### config.mk
export PLATFORM = sky130hd
export DESIGN_NAME = rgb_pwm_ctrl
export DESIGN_NICKNAME = d
export VERILOG_FILES = /design/src/rtl/rgb_pwm_pkg.sv /design/src/rtl/rgb_pwm_chan.sv /design/src/rtl/rgb_pwm_ctrl.sv
export SDC_FILE = /design/constraint.sdc
export NUM_CORES = 1
export LEC_CHECK = 0
export ABC_AREA = 1
export CORE_MARGIN = 3
export CORE_UTILIZATION = 55
export DETAILED_ROUTE_END_ITERATION = 10
export HOLD_SLACK_MARGIN = 0.03
export MAX_ROUTING_LAYER = met4
export PLACE_DENSITY_LB_ADDON = 0.05
export SLEW_MARGIN = 20
export SYNTH_ARGS = -nofsm -noshare
export SYNTH_HDL_FRONTEND = slang
export SYNTH_SLANG_ARGS = --single-unit
### constraint.sdc
create_clock -name hw_clk -period 4.1 [get_ports hw_clk]
set_input_delay 0.82 -clock hw_clk [delete_from_list [all_inputs] [get_ports hw_clk]]
set_output_delay 0.82 -clock hw_clk [all_outputs]
set_load 0.05 [all_outputs]
### src/rtl/rgb_pwm_pkg.sv
// rgb_pwm_pkg: shared definitions for the RGB PWM controller.
//   MODE_W  - width of the per-channel mode field
//   mode_e  - channel operating modes (OFF / STEADY / BLINK / BREATHE)
package rgb_pwm_pkg;

  localparam int unsigned MODE_W = 2;

  typedef enum logic [MODE_W-1:0] {
    MODE_OFF     = 2'b00,
    MODE_STEADY  = 2'b01,
    MODE_BLINK   = 2'b10,
    MODE_BREATHE = 2'b11
  } mode_e;

endpackage

### src/rtl/rgb_pwm_chan.sv
// rgb_pwm_chan: one LED channel. Holds the shadow {mode,duty} written by the
// host, the active copy loaded at frame boundaries, blink/breathe state and
// the registered PWM comparator.
//   hw_clk, rst_n  - clock, async active-low reset
//   wr_en          - accepted write targeting this channel
//   wr_mode/duty   - write payload (goes to shadow)
//   frame_end      - PWM counter wrap pulse from the shared timebase
//   pwm_cnt        - shared PWM counter
//   pwm_out        - registered PWM output
module rgb_pwm_chan
  import rgb_pwm_pkg::*;
#(
  parameter int unsigned PWM_W        = 8,
  parameter int unsigned BLINK_FRAMES = 64
) (
  input  logic             hw_clk,
  input  logic             rst_n,
  input  logic             wr_en,
  input  mode_e            wr_mode,
  input  logic [PWM_W-1:0] wr_duty,
  input  logic             frame_end,
  input  logic [PWM_W-1:0] pwm_cnt,
  output logic             pwm_out
);

  localparam int unsigned        BC_W    = (BLINK_FRAMES > 1) ? $clog2(BLINK_FRAMES) : 1;
  localparam logic [BC_W-1:0]    BC_LAST = BC_W'(BLINK_FRAMES - 1);

  mode_e            sh_mode, act_mode;
  logic [PWM_W-1:0] sh_duty, act_duty;
  logic             blink_ph;
  logic [BC_W-1:0]  blink_cnt;
  logic [PWM_W-1:0] ramp, ramp_step, ramp_clamp, level;
  logic             ramp_up, ramp_up_n;

  // Next breathe position: move one step, reversing at 0 and at duty.
  // A reversal also takes the first step in the new direction so the
  // peak and trough are each held for exactly one frame.
  always_comb begin
    ramp_step = ramp;
    ramp_up_n = ramp_up;
    if (ramp_up) begin
      if (ramp >= act_duty) begin
        ramp_up_n = 1'b0;
        if (ramp != '0) ramp_step = ramp - 1'b1;
      end else begin
        ramp_step = ramp + 1'b1;
      end
    end else begin
      if (ramp == '0) begin
        ramp_up_n = 1'b1;
        if (act_duty != '0) ramp_step = ramp + 1'b1;
      end else begin
        ramp_step = ramp - 1'b1;
      end
    end
    // Same-mode duty change: never let the ramp sit above the new peak.
    ramp_clamp = (ramp_step > sh_duty) ? sh_duty : ramp_step;
  end

  always_comb begin
    case (act_mode)
      MODE_STEADY:  level = act_duty;
      MODE_BLINK:   level = blink_ph ? act_duty : '0;
      MODE_BREATHE: level = ramp;
      default:      level = '0;
    endcase
  end

  always_ff @(posedge hw_clk or negedge rst_n) begin
    if (!rst_n) begin
      sh_mode   <= MODE_OFF;
      sh_duty   <= '0;
      act_mode  <= MODE_OFF;
      act_duty  <= '0;
      blink_ph  <= 1'b0;
      blink_cnt <= '0;
      ramp      <= '0;
      ramp_up   <= 1'b0;
      pwm_out   <= 1'b0;
    end else begin
      // Active takes the pre-write shadow; a write in this same cycle
      // lands in the shadow and waits for the next frame boundary.
      if (frame_end) begin
        act_mode <= sh_mode;
        act_duty <= sh_duty;
        if (sh_mode != act_mode) begin
          blink_ph  <= 1'b1;
          blink_cnt <= '0;
          ramp      <= '0;
          ramp_up   <= 1'b1;
        end else begin
          if (act_mode == MODE_BLINK) begin
            if (blink_cnt == BC_LAST) begin
              blink_cnt <= '0;
              blink_ph  <= ~blink_ph;
            end else begin
              blink_cnt <= blink_cnt + 1'b1;
            end
          end
          if (act_mode == MODE_BREATHE) begin
            ramp    <= ramp_clamp;
            ramp_up <= ramp_up_n;
          end
        end
      end
      if (wr_en) begin
        sh_mode <= wr_mode;
        sh_duty <= wr_duty;
      end
      pwm_out <= (pwm_cnt < level);
    end
  end

endmodule

### src/rtl/rgb_pwm_ctrl.sv
// rgb_pwm_ctrl: multi-channel LED PWM controller with a shared prescaler and
// PWM counter, and per-channel OFF / STEADY / BLINK / BREATHE modes.
//   hw_clk, rst_n - clock, async active-low reset
//   cfg_valid/cfg_ready - configuration write handshake
//   cfg_ch, cfg_mode, cfg_duty - write target channel and payload
//   cfg_err   - one-cycle pulse after a write to a nonexistent channel
//   pwm_out   - per-channel PWM outputs
//   frame_end - pulse in the cycle of the PWM counter wrap
module rgb_pwm_ctrl
  import rgb_pwm_pkg::*;
#(
  parameter int unsigned NUM_CH       = 3,
  parameter int unsigned PWM_W        = 8,
  parameter int unsigned PRESC_DIV    = 47,
  parameter int unsigned BLINK_FRAMES = 64,
  localparam int unsigned CH_W        = (NUM_CH > 1) ? $clog2(NUM_CH) : 1
) (
  input  logic              hw_clk,
  input  logic              rst_n,
  input  logic              cfg_valid,
  output logic              cfg_ready,
  input  logic [CH_W-1:0]   cfg_ch,
  input  logic [MODE_W-1:0] cfg_mode,
  input  logic [PWM_W-1:0]  cfg_duty,
  output logic              cfg_err,
  output logic [NUM_CH-1:0] pwm_out,
  output logic              frame_end
);

  localparam int unsigned     PR_W    = (PRESC_DIV > 1) ? $clog2(PRESC_DIV) : 1;
  localparam logic [PR_W-1:0] PR_LAST = PR_W'(PRESC_DIV - 1);

  logic [PR_W-1:0]   presc_cnt;
  logic [PWM_W-1:0]  pwm_cnt;
  logic              tick;
  logic              cfg_acc;
  logic [NUM_CH-1:0] ch_wr;

  assign tick      = (presc_cnt == PR_LAST);
  assign frame_end = tick && (pwm_cnt == '1);
  assign cfg_acc   = cfg_valid && cfg_ready;

  always_ff @(posedge hw_clk or negedge rst_n) begin
    if (!rst_n) begin
      presc_cnt <= '0;
      pwm_cnt   <= '0;
      cfg_ready <= 1'b0;
      cfg_err   <= 1'b0;
    end else begin
      cfg_ready <= 1'b1;
      presc_cnt <= tick ? '0 : presc_cnt + 1'b1;
      if (tick) pwm_cnt <= pwm_cnt + 1'b1;
      cfg_err   <= cfg_acc && (32'(cfg_ch) >= NUM_CH);
    end
  end

  for (genvar i = 0; i < NUM_CH; i++) begin : g_ch
    assign ch_wr[i] = cfg_acc && (32'(cfg_ch) == i);

    rgb_pwm_chan #(
      .PWM_W        (PWM_W),
      .BLINK_FRAMES (BLINK_FRAMES)
    ) u_chan (
      .hw_clk    (hw_clk),
      .rst_n     (rst_n),
      .wr_en     (ch_wr[i]),
      .wr_mode   (mode_e'(cfg_mode)),
      .wr_duty   (cfg_duty),
      .frame_end (frame_end),
      .pwm_cnt   (pwm_cnt),
      .pwm_out   (pwm_out[i])
    );
  end

endmodule

Word-level counts from Yosys, hierarchy flattened
Index checks and enable logic that the tools add are counted.
- logic and storage cells: 172
- output and inout bits: 6
- bits in writable memories: 0
- bits of input ports: 15
- latch bits: 0
- register bits after elaboration: 127
- bits in read-only memories: 0
- memories kept: 0
- add/sub/neg operators: 11
- eq/ne operators: 19
- order comparisons: 10
- shift-type cells: 0
- muxes and demuxes: 64
- reductions and logical operators: 34
- bitwise logic cells: 3
- multipliers: 0
- div/mod/pow operators: 0
- operator list (kind ; number):
    8-bit two-way mux ; 27
    8-bit case mux with 3 select lines ; 3
    6-bit two-way mux ; 10
    8-bit nonzero test ; 6
    8-bit by 1-bit adder with 8-bit output (second input constant) ; 4
    6-bit by 1-bit adder with 6-bit output (second input constant) ; 4
    6-bit equality test (second input constant) ; 4
    8-bit greater-or-equal comparator ; 3
    8-bit greater-than comparator ; 3
    8-bit zero test ; 3
    8-bit less-than comparator ; 3
    1-bit two-way mux ; 24
    8-bit by 1-bit subtractor with 8-bit output (second input constant) ; 3
    2-bit nonzero test ; 9
    2-bit equality test (second input constant) ; 7
    2-bit AND reduction ; 6
    3-bit AND reduction ; 3
    2-bit by 1-bit equality test with 1-bit output (second input constant) ; 4
    8-bit equality test (second input constant) ; 1
    1-bit logical AND ; 6
    2-bit != test ; 3
    1-bit inverter ; 3
    2-bit greater-or-equal comparator (second input constant) ; 1
    2-bit zero test ; 1

Logic depth before layout (Yosys ltp)
Gate-level depths: netlist (run 1).
- word-level depth: 8
- gate-level depth with buffers: 24
- mapped depth without buffers: 23

Hierarchy
A second synthesis (run 1) with hierarchy kept.
- cell total of the unflattened synthesis: 1410
- area total of the unflattened synthesis: 9859.5 µm²
- modules (own cells, without submodules) (module ; times used ; area an instance (µm²) ; cells an instance):
    rgb_pwm_chan ; 3 ; 3014.1 ; 439
    rgb_pwm_ctrl ; 1 ; 817.0 ; 93

Worst setup path after synthesis (run 1)
Ideal clock, no wire load.
- kind: flip-flop to flip-flop
- start: register g_ch[1].u_chan.ramp[7]
- end: register g_ch[1].u_chan.ramp[2]
- clock period less this slack: 3003 ps
- arrival: 2886 ps
- path slack: 1097 ps
- cell stages (with the launch flop): 21
- library setup time: 116 ps
- buffers on the path: 2
- cell sequence: dfrtp_1 > ha_1 > nand2_1 > inv_1 > nor2_1 > o21a_1 > clkbuf_1 > nand2_1 > nand2_1 > nand3_1 > nand2_1 > inv_1 > ha_1 > a21oi_1 > o21a_1 > nand2_1 > nand2_1 > clkbuf_1 > nand4_1 > nand2_1 > nand2_1
- word-level cells in the longest chain between the ends: 8
- elaborated cells between the ends (all ways): 14
- those cells by class: add/sub (2); order compare (2); mux (8); reduce/logical (2)
- RTL lines (element ; line ; RTL):
    from (decl) ; rgb_pwm_chan.sv:33 ; logic [PWM_W-1:0] ramp, ramp_step, ramp_clamp, level;
    from (signal assigned) ; rgb_pwm_chan.sv:102 ; ramp <= ramp_clamp;
    8-bit by 1-bit adder with 8-bit output (tied with other cells) ; rgb_pwm_chan.sv:47, rgb_pwm_chan.sv:52 ;
    8-bit two-way mux (on tied branches) ; rgb_pwm_chan.sv:52, rgb_pwm_chan.sv:45 ;
    8-bit two-way mux (on tied branches) ; rgb_pwm_chan.sv:50, rgb_pwm_chan.sv:43 ;
    8-bit two-way mux (*) ; rgb_pwm_chan.sv:42 ; if (ramp_up) begin
    8-bit greater-than comparator ; rgb_pwm_chan.sv:58 ; ramp_clamp = (ramp_step > sh_duty) ? sh_duty : ramp_step;
    8-bit two-way mux (*) ; rgb_pwm_chan.sv:58 ;
    8-bit two-way mux (*) ; rgb_pwm_chan.sv:101 ; if (act_mode == MODE_BREATHE) begin
    8-bit two-way mux (*) ; rgb_pwm_chan.sv:87 ; if (sh_mode != act_mode) begin
Mark *: on every way between the ends. The rest lies on a longest branch, timed or not. The select of a mux whose other input is x is not followed.
A chain may end at the register's enable or synchronous reset.

Worst setup path in the final report (run 1)
- start: register g_ch[2].u_chan.ramp[0]
- end: register g_ch[2].u_chan.ramp[2]
- word-level cells in the longest chain between the ends: 8
- elaborated cells between the ends (all ways): 14
- those cells by class: add/sub (2); order compare (2); mux (8); reduce/logical (2)
- RTL lines (element ; line):
    from (decl) ; rgb_pwm_chan.sv:33
    from (signal assigned) ; rgb_pwm_chan.sv:102
    8-bit by 1-bit adder with 8-bit output (tied with other cells) ; rgb_pwm_chan.sv:47, rgb_pwm_chan.sv:52
    8-bit two-way mux (on tied branches) ; rgb_pwm_chan.sv:52, rgb_pwm_chan.sv:45
    8-bit two-way mux (on tied branches) ; rgb_pwm_chan.sv:50, rgb_pwm_chan.sv:43
    8-bit two-way mux (*) ; rgb_pwm_chan.sv:42
    8-bit greater-than comparator ; rgb_pwm_chan.sv:58
    8-bit two-way mux (*) ; rgb_pwm_chan.sv:58
    8-bit two-way mux (*) ; rgb_pwm_chan.sv:101
    8-bit two-way mux (*) ; rgb_pwm_chan.sv:87
Marks and branches as above.

==> results of run 1 <==
through the flow:
step	worst slack [ns]	hold WS [ns]	total power [mW]	std cells
floorplan	1.10	0.453	1.57	1373
global placement	0.538	0.467	1.68	1588
detailed placement	0.478	0.473	1.69	1588
CTS	0.453	0.488	3.22	1620
global route	0.0657	0.504	3.33	1620
finish	0.420	0.414	3.20	1620
cell usage after synthesis:
cell       count
a21oi_1       46
a21oi_2        1
a22oi_1       22
a31oi_1        3
and3_1         1
buf_1          2
buf_2          9
buf_4          4
clkbuf_1      23
clkinv_1      12
conb_1         1
dfrtp_1      127
ha_1          84
inv_1        205
inv_2          5
nand2_1      398
nand2_2        3
nand2_4        1
nand3_1      110
nand3b_1       2
nand4_1       19
nor2_1       106
nor2_2         3
nor2_4         3
nor2_8         1
nor3_1        14
nor3_2         2
nor3b_1        4
o2111ai_1      1
o211ai_1       2
o21a_1         7
o21ai_0      112
o21ai_1       11
o21ai_2        1
o21ai_4        1
or2_0          1
or2_2          3
xnor2_1       12
xor2_1        11
where the power goes:
part | leakage, nW | switching (mW) | total [mW] | internal, mW
Clock | 0.286 | 0.608 | 1.53 | 0.924
Sequential | 1.72 | 0.0558 | 1.37 | 1.31
Combinational | 3.73 | 0.202 | 0.299 | 0.0975
worst paths after layout:
kind | start | to | slack [ns] | cells past startpoint
max | g_ch[2].u_chan.ramp[0] | g_ch[2].u_chan.ramp[2] | 0.42 | 19
min | rst_n | presc_cnt[1] | 0.41 | 1
max reg2reg | g_ch[2].u_chan.ramp[0] | g_ch[2].u_chan.ramp[2] | 0.42 | 19
min reg2reg | g_ch[2].u_chan.sh_duty[7] | g_ch[2].u_chan.sh_duty[7] | 0.49 | 2
max in group asynchronous | rst_n | g_ch[1].u_chan.act_duty[1] | 2.96 | 2
min in group hw_clk | g_ch[2].u_chan.sh_duty[7] | g_ch[2].u_chan.sh_duty[7] | 0.49 | 2
kinds of logic after synthesis:
| logic type | synth area share [%] |
|---|---|
| adder cells (fa/ha/maj) | 11.2 |
| other | 0.0399 |
| AO/OA/AOI/OAI | 12.1 |
| flip-flops | 33.8 |
| buffers and inverters | 10.7 |
| AND/OR/NAND/NOR | 30.1 |
| XOR/XNOR | 2.14 |
final cells by class:
type	instances	area share [%]
clock buffer	19	4.25
clock inverter	13	1.48
sequential	127	30.5
multi-input combinational	986	50.2
inverter	222	8.00
tap	220	2.64
timing repair buffer	33	2.99
layer usage:
metal	track usage, %	share of wire (%)	wire length, um	up-vias
met5	-	0	0	-
met4	7.32	1.8	427	0
met3	4.71	4.4	1030	32
met2	42.1	46	10700	183
met1	36.0	48	11200	3997
li1	-	-	-	4416
flip-flops by register name (all words and copies together) (netlist names):
| register | flops |
|---|---|
| g_ch.u_chan.act_duty | 24 |
| g_ch.u_chan.ramp | 24 |
| g_ch.u_chan.sh_duty | 24 |
| g_ch.u_chan.blink_cnt | 18 |
| pwm_cnt | 8 |
| g_ch.u_chan.act_mode | 6 |
| g_ch.u_chan.sh_mode | 6 |
| presc_cnt | 6 |
| g_ch.u_chan.blink_ph | 3 |
| g_ch.u_chan.pwm_out | 3 |
| g_ch.u_chan.ramp_up | 3 |
| cfg_err | 1 |
| cfg_ready | 1 |
critical path, delay by kind of cell (launching register included):
kind,cells,cell delay [ns]
adder cells (fa/ha/maj),2,0.50
buffers and inverters,3,0.51
flip-flops,1,0.44
AND/OR/NAND/NOR,14,2.13
==> impl_metrics.ini, run 1 <==
[timing]
finalClockSkew_ns = 0.0179
grt_setup_unrepaired = false
fin_crit_ns = 3.68
post-route-period-util_pct = 89.8
drv_slew = 0
setup_violations = 0
max_slew_margin_pct = 44.6
hold_viol = 0
tightest_slew_ns = 0.831
fmax_mhz = 272
fin_tns_setup_ns = 0

[worst_setup_path]
start_kind = register
path_class = register to register
endpoint_kind = register
crit_chain = inv_1 -> ha_1 -> nand2_1 -> nor2_1 -> inv_1 -> nand2_1 -> nor2_1 -> nand2_1 -> nand3_1 -> nand2_1 -> inv_1 -> ha_1 -> nand2_1 -> nor2_1 -> nand4_1 -> nand2_1 -> nand2_1 -> nand2_1 -> nand2_1
cp_common_cell = nand2_1
crit_arrival_ns = 3.99
critPathMaxFanout = 12
cp_slowest_cell = nor2_1
cp.required_ns = 4.41
slowest_delay_ns = 0.56

[clock_network]
postCtsResizedCells = 0
cts_tree = built
cts.sinks = 127
clk_path_buf_depth = 2
post-cts-setup-buffer-count = 0
hold_buffers = 0
root_buffer = clkbuf_16
cts_max_level = 4
clk_pin_slew_ns = 0.07
cts_made_buffers = 17
worst_skew_pair.late_latency_ns = 0.43

[finish]
fill_cells = 1541
areaGrowthSynthToFinish_pct = 10.8
multiInputGateArea_um2 = 5230
fin_nets = 1486
fin_util_pct = 62.6
antenna_cells = 0
drive_above_1_share_pct = 4.93
register_area_um2 = 3180
final_cell_mix = nand2_1, inv_1, dfrtp_1
final_common_cell = nand2_1
fin_area_um2 = 10400

[min_path]
hold_class = input pin to asynchronous set/reset pin

[global_route]
track_usage_pct = 26.8
grt_antenna_before_repair = 0
grt_pass1_vias = 7914
overflow = 0
grt_max_degree = 88
grt_pass1_wl_mm = 38.6

[yosys]
ys_seq_elements = 127
yosysUniqueCellTypes = 39
yosys.area.top_type = dfrtp_1
postSynthCellCount = 1373
avgSynthCellArea_um2 = 6.85
synth_top_area_share_pct = 33.8
syn_nets = 1472
seq_area_frac_synth_pct = 33.8
synth_area_leaders = dfrtp_1, nand2_1, ha_1, inv_1, o21ai_0
yosysWarnings = 0
synth.cell_area_um2 = 9410

[detailed_routing]
vias = 8628
routed_wl_mm = 23.3
drtAntennaViolNets = 0
firstDrtPassIters = 5
remaining_drc_errors = 0
drt_iter0_drc = 719
drt-wirelength-per-cell_um = 14.4
vias_per_cell = 5.33

[power]
leakagePower_nw = 5.74
cellPowerDensity_nw_per_um2 = 307
ir_worst_vdd_mv = 0.299

[floorplan]
core_um2 = 16600
initial_core_util_pct = 56.5
die_area_um2 = 18700
dieWidth_um = 137
die_h_um = 137
rows = 47
io_pins = 21

[placement]
dpl_cell_area_um2 = 9820
io_buffer_count = 20
post-dp-hpwl_mm = 17.6
place_congestion = 0.945

[status]
status = finished clean

[run]
drv_cap = 0
(Power assumes the default switching activity.)
==> run 2: changes to the inputs <==
ABC_CLOCK_PERIOD_IN_PS = 4100   (was unset)
==> results of run 2 <==
No change in the layout: final DEF, timing and power equal those of run 1.
